`src/rtl/round_ctrl_pkg.sv`:
```
// Shared definitions for the gold-miner round sequencer and its timer.
// State encoding is 3 bits; code 3'd7 is unused and recovers to IDLE.
package round_ctrl_pkg;

  localparam int SCORE_W_DEFAULT = 12;
  localparam int ROUND_SECONDS   = 45;
  localparam int LEVEL_W         = 3;

  typedef enum logic [2:0] {
    IDLE  = 3'd0,
    LOAD  = 3'd1,
    PLAY  = 3'd2,
    CHECK = 3'd3,
    WIN   = 3'd4,
    LOSE  = 3'd5,
    DONE  = 3'd6
  } round_state_e;

  function automatic logic [31:0] level_target(input int unsigned base,
                                               input int unsigned step,
                                               input logic [LEVEL_W-1:0] lvl);
    return base + step * {29'd0, lvl};
  endfunction

endpackage

```
`src/rtl/round_ctrl_edge_detect.sv`:
```
// Rising-edge detector for a debounced button, reusable for any level input.
// A button already held when reset releases must be let go before it can fire.
module edge_detect (
  input  logic clk,
  input  logic resetn,
  input  logic sig_i,
  output logic rise_o
);

  logic sig_q;
  logic armed_q;

  always_ff @(posedge clk) begin
    if (!resetn) begin
      sig_q   <= 1'b0;
      armed_q <= 1'b0;
    end else begin
      sig_q <= sig_i;
      if (!sig_i) begin
        armed_q <= 1'b1;
      end
    end
  end

  assign rise_o = sig_i & ~sig_q & armed_q;

endmodule

```
`src/rtl/round_ctrl.sv`:
```
// Game-round sequencer: runs the countdown timer per level, judges the score
// against the level target at round end, and advances, ends or wins the game.
module round_ctrl
  import round_ctrl_pkg::*;
#(
  parameter int NUM_LEVELS  = 5,
  parameter int SCORE_W     = SCORE_W_DEFAULT,
  parameter int BASE_TARGET = 100,
  parameter int TARGET_STEP = 75
) (
  input  logic               clk,
  input  logic               resetn,
  input  logic               start,
  input  logic               time_done,
  input  logic [SCORE_W-1:0] score,
  output logic               timer_enable,
  output logic               score_clear,
  output logic               level_load,
  output logic [2:0]         level,
  output logic [SCORE_W-1:0] target,
  output logic               round_active,
  output logic               level_won,
  output logic               game_over,
  output logic               game_won
);

  localparam logic [LEVEL_W-1:0] LAST_LEVEL = LEVEL_W'(NUM_LEVELS - 1);

  round_state_e       state_q;
  logic [LEVEL_W-1:0] level_q;
  logic               timer_enable_q;
  logic               score_clear_q;
  logic               level_load_q;
  logic               start_rise;
  logic [31:0]        target_full;

  edge_detect u_start_edge (
    .clk    (clk),
    .resetn (resetn),
    .sig_i  (start),
    .rise_o (start_rise)
  );

  assign target_full = level_target(BASE_TARGET, TARGET_STEP, level_q);
  assign target      = target_full[SCORE_W-1:0];

  // timer_enable lags PLAY entry by one cycle so it rises after level_load.
  always_ff @(posedge clk) begin
    if (!resetn) begin
      state_q        <= IDLE;
      level_q        <= '0;
      timer_enable_q <= 1'b0;
      score_clear_q  <= 1'b0;
      level_load_q   <= 1'b0;
    end else begin
      score_clear_q  <= 1'b0;
      level_load_q   <= 1'b0;
      timer_enable_q <= (state_q == PLAY) && !time_done;
      case (state_q)
        IDLE: begin
          if (start_rise) begin
            state_q       <= LOAD;
            level_q       <= '0;
            score_clear_q <= 1'b1;
          end
        end
        LOAD: begin
          state_q      <= PLAY;
          level_load_q <= 1'b1;
        end
        PLAY: begin
          if (time_done) begin
            state_q <= CHECK;
          end
        end
        CHECK: begin
          if (score >= target) begin
            state_q <= (level_q >= LAST_LEVEL) ? DONE : WIN;
          end else begin
            state_q <= LOSE;
          end
        end
        WIN: begin
          if (start_rise) begin
            state_q <= LOAD;
            if (level_q < LAST_LEVEL) begin
              level_q <= level_q + 1'b1;
            end
          end
        end
        LOSE, DONE: begin
          if (start_rise) begin
            state_q <= IDLE;
          end
        end
        default: begin
          state_q        <= IDLE;
          timer_enable_q <= 1'b0;
        end
      endcase
    end
  end

  assign timer_enable = timer_enable_q;
  assign score_clear  = score_clear_q;
  assign level_load   = level_load_q;
  assign level        = level_q;
  assign round_active = (state_q == PLAY);
  assign level_won    = (state_q == WIN);
  assign game_over    = (state_q == LOSE);
  assign game_won     = (state_q == DONE);

endmodule

```
`config.mk`:
```
export PLATFORM = sky130hd
export DESIGN_NAME = round_ctrl
export DESIGN_NICKNAME = d
export VERILOG_FILES = /design/src/rtl/round_ctrl_pkg.sv /design/src/rtl/round_ctrl_edge_detect.sv /design/src/rtl/round_ctrl.sv
export SDC_FILE = /design/constraint.sdc
export NUM_CORES = 1
export LEC_CHECK = 0
export BUFFER_PORTS_ARGS = -buffer_cell sky130_fd_sc_hd__buf_4
export CORE_MARGIN = 2
export CORE_UTILIZATION = 50
export DETAILED_ROUTE_END_ITERATION = 10
export PLACE_DENSITY_LB_ADDON = 0.3
export SLEW_MARGIN = 40
export SYNTH_ARGS = -nofsm -noshare
export SYNTH_HDL_FRONTEND = slang
export SYNTH_SLANG_ARGS = --single-unit
export TNS_END_PERCENT = 10
```
`constraint.sdc`:
```
create_clock -name clk -period 4.3 [get_ports clk]
set_input_delay 0.215 -clock clk [delete_from_list [all_inputs] [get_ports clk]]
set_output_delay 0.215 -clock clk [all_outputs]
set_load 0.01 [all_outputs]
```
# Word-level counts from Yosys, hierarchy flattened
# Cells that the tools add are included.
# totals
ff_bits	11
input_bits	16
output_inout_bits	22
word_cells	50
# classes
add_sub_neg	2
n_mul	1
order_cmp	3
n_eq_ne	12
muxes	11
n_bitwise	3
n_reduce_logical	11
# ops
operator	count
two-way mux 3 bit	5
case mux 3 bit (5 select lines)	1
greater-or-equal comparator 12 x 11 -> 1 bit	1
adder 7 x 10 -> 11 bit (first input constant)	1
multiplier 7 x 3 -> 10 bit (first input constant)	1
== test 3 bit (second input constant)	3
OR reduction 7 bit	1
== test 3 x 2 -> 1 bit (second input constant)	2
!= test 2 x 1 -> 1 bit (second input constant)	3
!= test 2 bit (second input constant)	3
case mux 3 bit (2 select lines)	1
two-way mux 2 bit	2
AND reduction 2 bit	2
AND reduction 4 bit	1
OR reduction 2 bit	2
adder 3 x 1 -> 3 bit (second input constant)	1
== test 3 x 1 -> 1 bit (second input constant)	1
greater-or-equal comparator 3 bit (second input constant)	1
zero test 3 bit	1
< comparator 3 bit (second input constant)	1
AND reduction 3 bit	1
bitwise AND 1 bit	2
two-way mux 1 bit	2
nonzero test 2 bit	1
3 further kinds	3

# Depth between registers and ports, before layout
# Gate-level depths: netlist of run 1.
# logic_depth
ltp_word	5
depth_mapped	14
ltp_nobuf	14

# By module
# From an unflattened synthesis of run 1, not the netlist that was laid out.
# unflattened
hier_cells	129
area_unflattened_um2	1084.8
# modules_own_cells
mod	instances	cells_per_inst	area_per_inst_um2	seq_area_each_um2
round_ctrl	1	122	1019.7	180.2
edge_detect	1	7	65.1	40.0

# Worst setup path after synthesis of run 1
# Ideal clock, no wire load.
# synth_path
path_kind	flip-flop to flip-flop
start	register level_q[2] (netlist: level[2])
end	register state_q[0]
setup_ns	0.122
arrival_time_ns	3.444
t_required_ns	4.178
setup_slack_ns	0.734
stages_incl_launch_ff	14
path_buffers	0
period_less_slack_ns	3.566
cell_sequence	dfxtp_1 > inv_1 > ha_1 > ha_1 > ha_1 > fa_1 > a21oi_1 > nor2_1 > xnor2_1 > ha_1 > nand4_1 > or4_4 > o211ai_1 > o21ai_1
# synth_between
elab_chain_cells	5
# synth_lines
element	line	rtl
from (decl)	round_ctrl.sv:30	logic [LEVEL_W-1:0] level_q;
from (signal assigned)	round_ctrl.sv:87	level_q <= level_q + 1'b1;
multiplier 7 x 3 -> 10 bit	round_ctrl_pkg.sv:22	return base + step * {29'd0, lvl};
adder 7 x 10 -> 11 bit	round_ctrl_pkg.sv:22	
greater-or-equal comparator 12 x 11 -> 1 bit	round_ctrl.sv:77	if (score >= target) begin
two-way mux 2 bit	round_ctrl.sv:77	
case mux 3 bit (5 select lines)	round_ctrl.sv:59	case (state_q)
to (signal assigned)	round_ctrl.sv:78	state_q <= (level_q >= LAST_LEVEL) ? DONE : WIN;
to (decl)	round_ctrl.sv:29	round_state_e state_q;
# Every way passes these cells.
# A chain may end at the register's enable or synchronous reset.

# Worst setup path in the final report of run 1
# Same ends and word-level chain as after synthesis.

==> results.md, run 1 <==
* N_diodes at 0
* Clk_lat worst skew at 270 ps
* Cts bufs inserted at 3
* MaxCap Viol Count at 0
* Post-route cell area at 1390 um^2
* Cell Chain, Critical Path: inv_1, ha_1, ha_1, ha_1, a21o_1, a21o_1, a31oi_1, xnor2_1, ha_1, nand4_1, or4_4, o211ai_1, o21ai_1
* Vias in the first global route at 953
* Antenna-violating nets left at 0
* CTS Buffer Depth at 2
* Cts repair resizes at 0
* Area grow syn2layout at 25.6%
* Avg Cell Area, Syn at 9.00 um^2
* Setup Skew at 4.56 ps
* Async SR Flop Fraction at 0%
* DRT iter0 DRCs at 14
* CP Capture Type: register
* Final worst path period share at 89.7%
* Final setup viols at 0
* Crit path max-delay family: adder cells
* Unrepaired setup endpoints after global routing: false
* Mapped Cells at 123
* Clock root buffer: clkbuf_4
* Total GRT Usage at 20.9%
* Number of I/O pins at 38
* First-pass iteration count of the detailed router at 4
* Pwr/cell area at 158 nW/um^2
* Crit-path slowest cell: or4_4
* Die Ht at 51.1 um
* Drt drc at 0
* Initial antenna violation count at 0
* Hold buffers post-CTS at 0
* Setup TNS at 0 ps
* Top post-synthesis cells by count: ha_1 (24), inv_1 (18), dfxtp_1 (11)
* Final core occ at 64.8%
* Dpl hpwl at 2110 um
* Via density at 5.34
* Vias at 994
* CP Buf/Inv Count at 1
* Yosys top cell by area: ha_1
* FILL cells at 193
* Register area at 220 um^2
* Most frequent CP cell: ha_1
* Area contributors post-synth: ha_1 (27%), dfxtp_1 (20%), inv_1 (6.1%), a21oi_1 (3.6%), xnor2_1 (3.2%)
* Min cycle time layout at 3860 ps
* Leak at 0.718 nW
* Die Wd at 51.1 um
* Total gr overflow at 0
* Worst Hold Class: in2reg
* Maximum clock frequency at 259 MHz
* DP Area at 1370 um^2
* CP Max Fanout at 9
* Critical path arrival at 4020 ps
* Port Buffers at 35
* Clock slew at reported path FFs at 70 ps
* Core area at 2150 um^2
* First-pass GRT wire length at 4140 um
* DR WL/cell at 13.4 um
* Fin nets at 200
* Post-CTS setup buffer count at 0
* CTS tree: built
* Non-filler cells, final at 186
* Hold slack at 121 ps
* Post-synth EDFFs at 0
* Clock sinks at 11
* CP peak stage delay at 560 ps
* Kind of critical path: reg2reg
* Share of post-route cells with drive strength above 1 at 29.7%
* Fin. max-slew vios at 0
* Worst vdd ir at 0.000157 V
* Die Footprint at 2610 um^2
* Yosys top cell area share at 27.1%
* Post-placement cell count at 182
* Synthesized cell area at 1110 um^2
* Multi-input logic area at 769 um^2
* H-tree depth at 1
* Std cell rows at 17
* Critical path required time at 4460 ps
* Synth cell types at 42
* Final Hold Violating Endpoints at 0
* GPL Wtd Cong at 0.764
* Run status: complete, no violations
* Critical Path Source Type: register
* Setup slack, reg-to-reg at 440 ps
* Ys flop type: dfxtp_1
* Flop and latch count out of synthesis at 11
* Top-count cell post-synth: ha_1
* Synth warn at 0
* Seq/Total Area, Yosys at 19.9%
* Largest net degree at the start of global routing at 13
* Final WL at 2500 um
* Initial core utilization at 51.5%
worst register-to-register path, stage by stage, from the launching register on:
cell and delay, ps:
dfxtp_1 520, inv_1 220, ha_1 390, ha_1 320, ha_1 230, a21o_1 200, a21o_1 170, a31oi_1 300
xnor2_1 140, ha_1 310, nand4_1 120, or4_4 560, o211ai_1 180, o21ai_1 90
stage by stage:
step / power [mW] / worst slack [ps]
4_1_cts: 0.221 / 440
6_report: 0.220 / 444
3_5_place_dp: 0.150 / 458
5_1_grt: 0.233 / 217
2_1_floorplan: 0.134 / 734
3_3_place_gp: 0.149 / 659
registers in the layout, indices dropped and copies added, names as in the netlist:
signal                count
level                     3
state_q                   3
level_load                1
score_clear               1
timer_enable              1
u_start_edge.armed_q      1
u_start_edge.sig_q        1
report_power, final:
group	switching, mW	internal (mW)	leakage, nW
combinational	0.0179	0.0211	0.614
clock	0.0363	0.0360	0.0150
sequential	0.00421	0.105	0.0895
total	0.0584	0.162	0.718
cells in the final DEF, fill, tap and decap left out, drive strengths merged, types with 2 or more instances in the layout:
cell and instances:
nand3b 2, nor2 5, nand2 5, xnor2 4
clkbuf 4, conb 2, inv 19, nor3b 2
o211ai 2, buf 35, a21o 2, a2111oi 2
a211oi 3, a21oi 8, nor3 4, and3 3
nor4 2, a211o 2, o21a 2, dfxtp 11
ha 24
final timing paths:
check,to,cells after the start,startpoint
worst max-delay path,state_q[0],13,level[2]
worst min-delay path,timer_enable,2,time_done
worst max register to register,state_q[0],13,level[2]
worst min register to register,u_start_edge.armed_q,2,u_start_edge.armed_q
metal layers:
layer | track usage, % | part of all wire, %
met1 | 24.3 | 43
met2 | 36.4 | 50
met3 | 3.22 | 5.6
met4 | 11.3 | 1.5
met5 | 0 | 0
cells by family after synthesis:
group / share of synthesized area (%)
and+or+nand+nor: 15.5
AOI/OAI and AO/OA: 19.4
buffers and inverters: 11.0
adders and majority gates: 28.9
DFF: 19.9
muxes: 1.02
other: 0.339
xor gates and xnor gates: 3.95
layout make-up:
cell class	instances	share of cell area (%)
Timing Repair Buffer	35	18.9
Inverter	20	5.58
Sequential cell	11	15.8
Tap cell	28	2.52
Multi-Input combinational cell	88	55.3
Clock buffer	4	1.89
Power figures use the tool's default switching activity.
==> run 2: changes to the inputs <==
--- a/config.mk
+++ b/config.mk
@@ -7,7 +7,7 @@
 export LEC_CHECK = 0
 export BUFFER_PORTS_ARGS = -buffer_cell sky130_fd_sc_hd__buf_4
 export CORE_MARGIN = 2
-export CORE_UTILIZATION = 50
+export CORE_UTILIZATION = 53
 export DETAILED_ROUTE_END_ITERATION = 10
 export PLACE_DENSITY_LB_ADDON = 0.3
 export SLEW_MARGIN = 40
==> constraint.sdc (replaced) <==
create_clock -name clk -period 4.7 [get_ports clk]
set_input_delay 0.235 -clock clk [delete_from_list [all_inputs] [get_ports clk]]
set_output_delay 0.235 -clock clk [all_outputs]
set_load 0.01 [all_outputs]
==> results.md, run 2 (synthesis gave the netlist of run 1 again) <==
* Worst vdd ir at 0.000162 V
* Vias in the first global route at 907
* Cts bufs inserted at 3
* Largest net degree at the start of global routing at 13
* Pwr/cell area at 142 nW/um^2
* Setup slack, reg-to-reg at 870 ps
* H-tree depth at 1
* Total GRT Usage at 19.6%
* N_diodes at 0
* Vias at 967
* Most common cell after layout, fill and taps aside: buf_4
* Crit path max-delay family: adder cells
* Post-route cell area at 1390 um^2
* Worst Hold Launch: time_done
* Via density at 5.23
* Final Hold Violating Endpoints at 0
* Commonest cells after routing, fill and taps aside: buf_4 (35), ha_1 (24), inv_1 (18)
* CTS tree: built
* DRT iter0 DRCs at 16
* Clock slew at reported path FFs at 70 ps
* Setup TNS at 0 ps
* Dpl hpwl at 1920 um
* Met3 WL at 75 um
* Die Wd at 49.7 um
* Multi-input logic area at 769 um^2
* FF-to-FF Start: level[2]
* Clock root buffer: clkbuf_4
* CP Max Fanout at 9
* Antenna-violating nets left at 0
* Critical path required time at 4850 ps
* Hold Path End: timer_enable
* Crit-path slowest cell: or4_4
* Final worst path period share at 81.5%
* Setup Skew at 1.54 ps
* Cell Chain, Critical Path: inv_1, ha_1, ha_1, ha_1, a21o_1, a21o_1, a31oi_1, xnor2_1, ha_1, nand4_1, or4_4, o211ai_1, o21ai_1
* Hold buffers post-CTS at 0
* DR top layer: met3
* Final setup viols at 0
* Port Buffers at 35
* Cts repair resizes at 0
* CP Capture Type: register
* Min cycle time layout at 3830 ps
* Share of post-route cells with drive strength above 1 at 29.7%
* Maximum clock frequency at 261 MHz
* CTS Buffer Depth at 2
* Critical Path Source Type: register
* DP Area at 1360 um^2
* Number of I/O pins at 38
* Reg2reg end: state_q[0]
* First-pass iteration count of the detailed router at 4
* Initial core utilization at 56.4%
* Fin nets at 200
* Total gr overflow at 0
* Register area at 220 um^2
* First-pass GRT wire length at 3770 um
* CP Buf/Inv Count at 1
* Final WL at 2270 um
* Most frequent CP cell: ha_1
* Std cell rows at 16
* Leak at 0.718 nW
* Worst Hold Class: in2reg
* Post-CTS setup buffer count at 0
* Reg2Reg Depth at 13
* Fin. max-slew vios at 0
* Run status: complete, no violations
* DR WL/cell at 12.2 um
* Clock sinks at 11
* Core area at 1960 um^2
* GPL Wtd Cong at 0.785
* Die Footprint at 2470 um^2
* WL met1 at 1060 um
* Clk_lat worst skew at 260 ps
* DR WL met2 at 1130 um
* Unrepaired setup endpoints after global routing: false
* Die Ht at 49.7 um
* Area grow syn2layout at 25.5%
* Initial antenna violation count at 0
* Kind of critical path: reg2reg
* MaxCap Viol Count at 0
* CP peak stage delay at 560 ps
* Critical path arrival at 3980 ps
* Drt drc at 0
* Min-Delay Path Depth at 2
* FILL cells at 167
-- run 2: cell counts in the layout (fill, tap and decap cells not counted) --
Identical to the previous run, type by type.
-- run 2: through the flow --
step | power [mW] | util (%) | hold WS [ps] | setup slack, ps | std cells
2_1_floorplan | 0.123 | - | 311 | 1130 | 124
3_3_place_gp | 0.136 | 69.5 | 429 | 1050 | 181
3_5_place_dp | 0.137 | 69.5 | 432 | 907 | 181
4_1_cts | 0.201 | 70.9 | 144 | 882 | 185
5_1_grt | 0.208 | 70.9 | 141 | 645 | 185
6_report | 0.197 | 70.9 | 153 | 871 | 185
-- run 2: final cells by class --
type / instances / area share [%]
multi-input cells: 88 / 55.4
inverters: 20 / 5.58
flip-flops and latches: 11 / 15.8
well taps: 27 / 2.43
clock buffers: 4 / 1.89
repair buffers: 35 / 18.9
-- run 2: how the worst max path moves through the flow --
stage | startpoint | end | slack [ps] | cells past startpoint
after floorplan | level[2] | state_q[0] | 1130 | 13
after global placement | level[2] | state_q[0] | 1050 | 13
after detailed placement | level[2] | state_q[0] | 910 | 13
after CTS | level[2] | state_q[0] | 880 | 13
after global routing | level[2] | state_q[0] | 650 | 13
final | level[2] | state_q[0] | 870 | 13
-- run 2: worst register-to-register path: cells and delay by family (launching register included) --
kind | cells | cell delay [ps]
xor+xnor | 1 | 120
compound gates | 5 | 950
simple gates | 2 | 680
fa+ha+maj | 4 | 1230
buf+inv | 1 | 210
flops | 1 | 530
-- run 2: metal layers --
| metal | global-route usage [%] | vias up |
|---|---|---|
| met5 | 0 | - |
| met4 | 3.70 | 0 |
| met3 | 5.45 | 0 |
| met2 | 33.6 | 19 |
| met1 | 24.7 | 449 |
| li1 | - | 499 |
-- run 2: power by group --
group          switching, mW  internal [mW]
Sequential           0.00364         0.0960
Clock                 0.0299         0.0328
Combinational         0.0157         0.0192
Total                 0.0493          0.148
==> run 3: changes to the inputs <==
--- a/config.mk
+++ b/config.mk
@@ -7,7 +7,7 @@
 export LEC_CHECK = 0
 export BUFFER_PORTS_ARGS = -buffer_cell sky130_fd_sc_hd__buf_4
 export CORE_MARGIN = 2
-export CORE_UTILIZATION = 53
+export CORE_UTILIZATION = 50
 export DETAILED_ROUTE_END_ITERATION = 10
 export PLACE_DENSITY_LB_ADDON = 0.3
 export SLEW_MARGIN = 40
==> constraint.sdc (replaced) <==
create_clock -name clk -period 3.6 [get_ports clk]
set_input_delay 0.18 -clock clk [delete_from_list [all_inputs] [get_ports clk]]
set_output_delay 0.18 -clock clk [all_outputs]
set_load 0.01 [all_outputs]
==> results.md, run 3 (synthesis gave the netlist of run 1 again) <==
* Setup crit start: level[2]
* N_diodes at 0
* DRT iter0 DRCs at 12
* Worst Hold Class: in2reg
* Multi-input logic area at 791 um^2
* Final Hold Violating Endpoints at 0
* Clock power frac at 33.4%
* Total GRT Usage at 22.4%
* DP Area at 1390 um^2
* Clock slew at reported path FFs at 70 ps
* Clk_lat worst skew at 280 ps
* Cts bufs inserted at 3
* Kind of critical path: reg2reg
* Worst Hold Launch: time_done
* Clock root buffer: clkbuf_4
* Leak at 0.734 nW
* Initial core utilization at 51.5%
* Fin. max-slew vios at 0
* First-pass iteration count of the detailed router at 4
* Power share of the combinational group at 17.6%
* Most common cell after layout, fill and taps aside: buf_4
* Critical path required time at 3770 ps
* Port Buffers at 35
* Core area at 2150 um^2
* Dpl hpwl at 2180 um
* Critical path arrival at 3570 ps
* Setup slack at placement at 71.6 ps
* Share of post-route cells with drive strength above 1 at 34.2%
* Fin nets at 203
* Final WL at 2710 um
* Via density at 5.48
* Pwr/cell area at 185 nW/um^2
* Register area at 221 um^2
* Seq pwr share at 48.9%
* Post-CTS setup buffer count at 0
* Non-filler cells, final at 189
* First-pass GRT wire length at 4360 um
* Post-route cell area at 1440 um^2
* Die Ht at 51.1 um
* Net Switching at 0.0723 mW
* Post-placement cell count at 185
* MaxCap Viol Count at 0
* Min cycle time layout at 3400 ps
* Die Wd at 51.1 um
* Worst vdd ir at 0.000157 V
* Sw frac at 27.2%
* Std cell rows at 17
* Number of I/O pins at 38
* CTS Buffer Depth at 2
* Final core occ at 66.9%
* CTS tree: built
* Maximum clock frequency at 294 MHz
* Drt drc at 0
* H-tree depth at 1
* GPL Wtd Cong at 0.773
* Critical Path Source Type: register
* Area grow syn2layout at 29.7%
* Antenna-violating nets left at 0
* Setup slack after layout at 196 ps
* FF-to-FF Start: level[2]
* Vias at 1035
* Setup TNS at 0 ps
* Run status: complete, no violations
* Commonest cells after routing, fill and taps aside: buf_4 (38), ha_1 (23), inv_1 (17)
* FILL cells at 186
* Setup Skew at 2.98 ps
* CP Max Fanout at 4
* Die Footprint at 2610 um^2
* Final worst path period share at 94.5%
* Hold slack at 77.9 ps
* DR WL/cell at 14.3 um
* Vias in the first global route at 996
* CP Capture Type: register
* Clock sinks at 11
* Initial antenna violation count at 0
* Final setup viols at 0
* Total gr overflow at 0
* PnR Total Power at 0.266 mW
* Largest net degree at the start of global routing at 13
* Pint at 0.194 mW
[run 3: final timing paths]
kind | endpoint | slack (ps) | depth (start not counted)
worst max-delay path | state_q[0] | 200 | 15
worst min-delay path | timer_enable | 80 | 2
worst max register to register | state_q[0] | 200 | 15
worst min register to register | u_start_edge.armed_q | 480 | 2
[run 3: what timing repair did]
item | 4_1_cts | 5_1_grt
resized for setup | 0 | 5
hold buffers | 0 | 0
endpoints found under the setup margin | 0 | 2
[run 3: worst max-delay path, cell delays in order (launching register included)]
cell	delay [ps]
dfxtp_1	350
inv_2	80
buf_4	150
ha_1	260
inv_1	40
ha_1	190
ha_1	210
fa_2	370
a21oi_1	180
nor2_1	70
xnor2_1	140
ha_1	300
nand4_1	130
or4_4	560
o211ai_1	170
o21ai_1	80
[run 3: power by group through the flow]
stage / logic [mW] / registers, mW / clock network, mW
final: 0.0469 / 0.130 / 0.0889
after CTS: 0.0469 / 0.130 / 0.0901
after global placement: 0.0450 / 0.133 / 0
after global routing: 0.0521 / 0.131 / 0.0911
after detailed placement: 0.0465 / 0.133 / 0
after floorplan: 0.0290 / 0.131 / 0
[run 3: final cells by class]
cell class / instances / area share [%]
Timing Repair Buffer: 38 / 19.9
Sequential cell: 11 / 15.4
Multi-Input combinational cell: 88 / 55.1
Inverter: 20 / 5.40
Tap cell: 28 / 2.44
Clock buffer: 4 / 1.83
[run 3: metal layers]
layer	wire (um)	part of all wire [%]	GRT usage [%]	vias to the layer above
met5	0	0	0	-
met4	48	1.8	9.46	0
met3	119	4.4	2.34	5
met2	1460	54	43.9	33
met1	1080	40	23.8	485
li1	-	-	-	512
